[config.mk]
export PLATFORM = sky130hd
export DESIGN_NAME = hilo_muldiv_unit
export DESIGN_NICKNAME = d
export VERILOG_FILES = /design/src/rtl/hilo_muldiv_unit.sv
export SDC_FILE = /design/constraint.sdc
export NUM_CORES = 1
export LEC_CHECK = 0
export CORE_MARGIN = 2
export CORE_UTILIZATION = 55
export DETAILED_ROUTE_END_ITERATION = 7
export DONT_BUFFER_PORTS = 1
export PLACE_DENSITY = 0.7
export SLEW_MARGIN = 40
export SYNTH_ARGS = -nofsm -noshare
export SYNTH_HDL_FRONTEND = slang
export SYNTH_SLANG_ARGS = --single-unit
[constraint.sdc]
create_clock -name clk -period 6.9 [get_ports clk]
set_clock_uncertainty 0.15 [all_clocks]
set_input_delay 0.69 -clock clk [delete_from_list [all_inputs] [get_ports clk]]
set_output_delay 0.69 -clock clk [all_outputs]
set_load 0.005 [all_outputs]
[src/rtl/hilo_muldiv_unit.sv]
// Iterative HI/LO multiply/divide unit: one bit per cycle, WIDTH cycles per MULTU/DIVU.
// Optional signed MULT/DIV support is enabled by defining SIGNED_MULDIV_EN.
module hilo_muldiv_unit #(
    parameter int WIDTH = 32,
    parameter int CNT_W = 6
) (
    input  logic             clk,
    input  logic             rst,
    input  logic             start_mult,
    input  logic             start_div,
    input  logic             signed_op,
    input  logic [WIDTH-1:0] op_a,
    input  logic [WIDTH-1:0] op_b,
    input  logic             cancel,
    input  logic             hilo_read,
    output logic [WIDTH-1:0] hi,
    output logic [WIDTH-1:0] lo,
    output logic             busy,
    output logic             done,
    output logic             stall
);

    typedef enum logic [0:0] {S_IDLE = 1'b0, S_RUN = 1'b1} state_t;

    localparam logic [CNT_W-1:0] LAST_CNT = CNT_W'(WIDTH - 1);

    function automatic logic [WIDTH-1:0] neg_w(input logic [WIDTH-1:0] x);
        return ~x + {{(WIDTH-1){1'b0}}, 1'b1};
    endfunction

    function automatic logic [2*WIDTH-1:0] neg_2w(input logic [2*WIDTH-1:0] x);
        return ~x + {{(2*WIDTH-1){1'b0}}, 1'b1};
    endfunction

    state_t               state_q, state_d;
    logic [CNT_W-1:0]     cnt_q, cnt_d;
    logic                 is_div_q, is_div_d;
    logic [2*WIDTH-1:0]   acc_q, acc_d;
    logic [WIDTH-1:0]     mcand_q, mcand_d;
    logic [WIDTH-1:0]     a_raw_q, a_raw_d;
    logic                 b_zero_q, b_zero_d;
    logic                 neg_lo_q, neg_lo_d;
    logic                 neg_hi_q, neg_hi_d;
    logic [WIDTH-1:0]     hi_q, hi_d;
    logic [WIDTH-1:0]     lo_q, lo_d;
    logic                 done_q, done_d;

    logic                 sa_s, sb_s;
    logic [WIDTH-1:0]     a_mag_s, b_mag_s;
    logic [WIDTH:0]       mul_sum_s;
    logic                 div_ge_s;
    logic [WIDTH-1:0]     div_rem_s;
    logic [2*WIDTH-1:0]   step_s;
    logic [2*WIDTH-1:0]   prod_s;

`ifndef SIGNED_MULDIV_EN
    logic unused_signed_op_s;
    assign unused_signed_op_s = signed_op;
`endif

    // Operand conditioning: magnitudes and result signs captured at start.
    always_comb begin
`ifdef SIGNED_MULDIV_EN
        sa_s    = signed_op & op_a[WIDTH-1];
        sb_s    = signed_op & op_b[WIDTH-1];
        a_mag_s = sa_s ? neg_w(op_a) : op_a;
        b_mag_s = sb_s ? neg_w(op_b) : op_b;
`else
        sa_s    = 1'b0;
        sb_s    = 1'b0;
        a_mag_s = op_a;
        b_mag_s = op_b;
`endif
    end

    // One shift-add or restoring-divide iteration on the shared accumulator.
    always_comb begin
        mul_sum_s = {1'b0, acc_q[2*WIDTH-1:WIDTH]}
                  + (acc_q[0] ? {1'b0, mcand_q} : {(WIDTH+1){1'b0}});
        div_ge_s  = ({acc_q[2*WIDTH-1:WIDTH], acc_q[WIDTH-1]} >= {1'b0, mcand_q});
        // The true difference is below the divisor, so WIDTH-bit wraparound is exact.
        div_rem_s = div_ge_s ? ({acc_q[2*WIDTH-2:WIDTH], acc_q[WIDTH-1]} - mcand_q)
                             : {acc_q[2*WIDTH-2:WIDTH], acc_q[WIDTH-1]};
        if (is_div_q) begin
            step_s = {div_rem_s, acc_q[WIDTH-2:0], div_ge_s};
        end else begin
            step_s = {mul_sum_s, acc_q[WIDTH-1:1]};
        end
    end

    // Sequencer next state and HI/LO write-back.
    always_comb begin
        state_d  = state_q;
        cnt_d    = cnt_q;
        is_div_d = is_div_q;
        acc_d    = acc_q;
        mcand_d  = mcand_q;
        a_raw_d  = a_raw_q;
        b_zero_d = b_zero_q;
        neg_lo_d = neg_lo_q;
        neg_hi_d = neg_hi_q;
        hi_d     = hi_q;
        lo_d     = lo_q;
        done_d   = 1'b0;
        prod_s   = {(2*WIDTH){1'b0}};
        case (state_q)
            S_IDLE: begin
                if (!cancel && (start_mult || start_div)) begin
                    state_d  = S_RUN;
                    cnt_d    = {CNT_W{1'b0}};
                    is_div_d = ~start_mult;
                    mcand_d  = start_mult ? a_mag_s : b_mag_s;
                    acc_d    = {{WIDTH{1'b0}}, (start_mult ? b_mag_s : a_mag_s)};
                    a_raw_d  = op_a;
                    b_zero_d = (op_b == {WIDTH{1'b0}});
                    neg_lo_d = sa_s ^ sb_s;
                    neg_hi_d = sa_s;
                end else begin
                    state_d = S_IDLE;
                end
            end
            S_RUN: begin
                if (cancel) begin
                    state_d = S_IDLE;
                end else begin
                    acc_d = step_s;
                    cnt_d = cnt_q + {{(CNT_W-1){1'b0}}, 1'b1};
                    if (cnt_q == LAST_CNT) begin
                        state_d = S_IDLE;
                        done_d  = 1'b1;
                        if (!is_div_q) begin
                            prod_s = neg_lo_q ? neg_2w(step_s) : step_s;
                            hi_d   = prod_s[2*WIDTH-1:WIDTH];
                            lo_d   = prod_s[WIDTH-1:0];
                        end else if (b_zero_q) begin
                            hi_d = a_raw_q;
                            lo_d = {WIDTH{1'b1}};
                        end else begin
                            lo_d = neg_lo_q ? neg_w(step_s[WIDTH-1:0]) : step_s[WIDTH-1:0];
                            hi_d = neg_hi_q ? neg_w(step_s[2*WIDTH-1:WIDTH])
                                            : step_s[2*WIDTH-1:WIDTH];
                        end
                    end else begin
                        state_d = S_RUN;
                    end
                end
            end
            default: begin
                state_d = S_IDLE;
            end
        endcase
    end

    // State and result registers.
    always_ff @(posedge clk or posedge rst) begin
        if (rst) begin
            state_q  <= S_IDLE;
            cnt_q    <= {CNT_W{1'b0}};
            is_div_q <= 1'b0;
            acc_q    <= {(2*WIDTH){1'b0}};
            mcand_q  <= {WIDTH{1'b0}};
            a_raw_q  <= {WIDTH{1'b0}};
            b_zero_q <= 1'b0;
            neg_lo_q <= 1'b0;
            neg_hi_q <= 1'b0;
            hi_q     <= {WIDTH{1'b0}};
            lo_q     <= {WIDTH{1'b0}};
            done_q   <= 1'b0;
        end else begin
            state_q  <= state_d;
            cnt_q    <= cnt_d;
            is_div_q <= is_div_d;
            acc_q    <= acc_d;
            mcand_q  <= mcand_d;
            a_raw_q  <= a_raw_d;
            b_zero_q <= b_zero_d;
            neg_lo_q <= neg_lo_d;
            neg_hi_q <= neg_hi_d;
            hi_q     <= hi_d;
            lo_q     <= lo_d;
            done_q   <= done_d;
        end
    end

    assign hi    = hi_q;
    assign lo    = lo_q;
    assign done  = done_q;
    assign busy  = (state_q == S_RUN);
    assign stall = busy & (hilo_read | start_mult | start_div);

endmodule

==> results_dict.tcl <==
set metrics [dict create \
    finalCriticalPeriod_ns 4.03 \
    achievable-frequency_mhz 248 \
    initial_core_util_pct 56.4 \
    route.antenna.remaining_nets 0 \
    power.share.combinational_pct 52.6 \
    netlist-cell-type-count 77 \
    run_status "finished clean" \
    die-area_um2 26400 \
    global_route_wire_length_before_repair_mm 65.0 \
    ys_async_rst_share_pct 100 \
    worst_slew_margin_rel_pct 42.1 \
    rr_worst_depth 10 \
    max_stage_delay_ns 0.67 \
    switching_share_pct 43.9 \
    timing_worst_slew_pin_value_ns 0.867 \
    ctsHtreeMaxLevel 1 \
    synth.avg_cell_area_um2 8.63 \
    dp_area_um2 13900 \
    die_outline_width_um 162 \
    power.share.clock_pct 19.9 \
    min-delay-path-class "in2reg" \
    port-buffer-count 0 \
    design.portCount 138 \
    syn-cell-area_um2 13800 \
    setup.worst_path.end_class "register" \
    critical_path_required_ns 7.11 \
    tritoncts_num_sinks 202 \
    syn-num-nets 1737 \
    chip_height_um 162 \
    layout.nets 1670 \
    ratio_of_cells_with_drive_above_1_in_the_final_layout_pct 5.95 \
    final-max-slew-violation-count 0 \
    p_per_area_nw_per_um2 428 \
    drc 0 \
    via_count 11967 \
    synthesis.instances 1599 \
    worstPathMaxFanout 15 \
    dp_hpwl_mm 29.2 \
    power.internal_mw 3.53 \
    antenna_cells_inserted 0 \
    core_region_area_um2 24500 \
    routed_wire_length_per_instance_um 21.7 \
    total_switching_power_mw 2.76 \
    cts_made_buffers 24 \
    gp_congestion 0.974 \
    clk_root_buffer_cell "clkbuf_16" \
    criticalPathCategory "reg2reg" \
    synth_sequential_area_ratio_pct 36.6 \
    total_routing_resource_utilization_after_global_routing_pct 31.1 \
    vias_per_cell 6.40 \
    leading_cell_types_in_the_layout_fill_and_taps_excluded "nand2_1 (214), dfrtp_1 (199), o21ai_0 (114)" \
    timing.final.setup_violations 0 \
    synthFlopType "dfrtp_1" \
    seq_power_share_pct 27.5 \
    grt_pass1_vias 11513 \
    worst_ir_drop_vdd_mv 0.211 \
    finalWirelength_mm 40.5 \
    power_consumption_mw 6.30 \
    drt-initial-drc-count 1201 \
    critical-path-top-delay-family "compound AO/OA/AOI/OAI gates" \
    pin_count_of_the_biggest_net_entering_global_routing 129 \
    regToRegStartpoint "acc_q[35]" \
    synth-edff-count 0 \
    total_leakage_power_nw 6.92 \
    critical_path.slowest_cell "and2_1" \
    timing.critical_path.arrival_ns 4.24 \
    clk_latency_ns 0.52 \
    hold-worst-slack_ns 0.126 \
    holdPathStages 2 \
    detail_route.first_pass.iterations 5 \
    clk_path_buf_depth 3 \
    final_cell_area_um2 14700 \
    final_common_cell "nand2_1" \
    cts_setup_buffers 0 \
    layout.filler_cells 2125 \
    post-place-ws_ns 2.81 \
    reg2reg_setup_slack_ns 2.87 \
    portion_of_the_clock_cycle_consumed_by_the_worst_path_in_the_final_layout_pct 58.4 \
    min_delay_worst_endpoint "a_raw_q[15]" \
    clock_transition_at_the_registers_of_the_reported_paths_ns 0.06 \
    critPathLaunchType "register" \
    path_cells "ha_1, a21o_1, or3_1, o21bai_2, a2111oi_4, o221ai_2, and2_1, mux2_1, mux2i_1, o21ai_0" \
    unrepaired_setup_endpoints_after_global_routing "false" \
    yosysWarnings 0 \
    rows 57 \
    buffering_stage_count_on_the_worst_path_with_inverters_included 0 \
    hold_path_startpoint "op_a[15]" \
    r2r_end "hi[1]" \
    max_cap_viol_count 0 \
    grt_overflow_total 0 \
    synth-seq-cells 202 \
    tritoncts "yes" \
    syn_to_final_growth_pct 6.67 \
    fin_setup_tns_ns 0 \
    antenna_found_initial 0 \
    postLayoutSetupSlackWorst_ns 2.87 \
    finalHoldViolations 0 \
]
[how the worst max path moves through the flow]
stage / from / to / slack, ns / cells past startpoint
2_1_floorplan: rst / a_raw_q[0] / 0.55 / 1
3_3_place_gp: acc_q[35] / hi[23] / 2.85 / 10
3_5_place_dp: acc_q[35] / hi[22] / 2.81 / 10
4_1_cts: acc_q[35] / hi[22] / 2.72 / 10
5_1_grt: mcand_q[14] / hi[1] / 2.61 / 11
6_report: acc_q[35] / hi[1] / 2.87 / 10
[through the flow]
| step | utilization (%) | cells |
|---|---|---|
| 6_report | 60.2 | 1871 |
| 5_1_grt | 60.2 | 1871 |
| 4_1_cts | 60.2 | 1871 |
| 3_5_place_dp | 57.0 | 1829 |
| 3_3_place_gp | 56.9 | 1829 |
| 2_1_floorplan | - | 1599 |
[Yosys cell counts, types with 6 or more instances]
cell | count | area [um2]
a211oi_1 | 74 | 556
a21o_1 | 52 | 390
a21oi_1 | 94 | 470
a22oi_1 | 10 | 75.1
a31oi_1 | 48 | 300
and2_1 | 37 | 231
and3_1 | 6 | 37.5
buf_1 | 15 | 56.3
clkbuf_1 | 87 | 327
dfrtp_1 | 202 | 5050
ha_1 | 65 | 813
inv_1 | 52 | 195
mux2_2 | 20 | 225
mux2i_1 | 93 | 931
nand2_1 | 214 | 803
nand2b_1 | 8 | 50.1
nand3_1 | 36 | 180
nand4_1 | 15 | 93.8
nor2_1 | 94 | 353
nor2b_1 | 41 | 257
nor3_1 | 14 | 70.1
nor4_1 | 10 | 62.6
o211ai_1 | 14 | 105
o21a_1 | 14 | 105
o21ai_0 | 115 | 576
o21ai_1 | 8 | 40.0
o21bai_1 | 13 | 97.6
o31ai_1 | 7 | 52.6
xnor2_1 | 35 | 307
xor2_1 | 22 | 193
[per-layer routing]
layer	track usage, %	part of all wire (%)
met3	6.39	9.3
met1	47.0	45
met4	8.61	2.7
met2	45.1	43
met5	0	0
[layout make-up]
type | count | area, um2 | share of cell area [%]
Clock buffer | 36 | 697 | 4.73
Timing Repair Buffer | 15 | 123 | 0.833
Tap cell | 324 | 405 | 2.75
Inverter | 53 | 211 | 1.44
Multi-Input combinational cell | 1236 | 8150 | 55.4
Clock inverter | 5 | 75.1 | 0.510
Sequential cell | 202 | 5060 | 34.4
[state kept, by name, indices dropped and copies added (netlist names)]
name and cells:
acc_q 64, a_raw_q 32, hi 32, lo 32, mcand_q 32, cnt_q 6, b_zero_q 1, busy 1
done 1, is_div_q 1
[timing repair]
| item | CTS | global route |
|---|---|---|
| hold buffers | 1 | 0 |
| endpoints found under the hold margin | 2 | 0 |
| gates resized for setup | 0 | 0 |
[logic make-up (layout without fill, tap and decap cells)]
group           count (synthesis)  in the layout  share of synthesized area [%]
buf+inv                       161            109                           4.51
mux                           114            114                           8.46
fa+ha+maj                      67             67                           6.18
xor+xnor                       57             57                           3.62
compound gates                505            505                           24.1
flops                         202            202                           36.6
simple gates                  493            493                           16.5
[power groups by stage]
| stage | Combinational [mW] | Clock [mW] | Sequential (mW) |
|---|---|---|---|
| 3_5_place_dp | 3.21 | 0 | 1.74 |
| 6_report | 3.31 | 1.25 | 1.73 |
| 2_1_floorplan | 2.59 | 0 | 1.59 |
| 3_3_place_gp | 3.17 | 0 | 1.73 |
| 5_1_grt | 3.65 | 1.31 | 1.76 |
| 4_1_cts | 3.25 | 1.27 | 1.72 |
(Power assumes the default switching activity.)
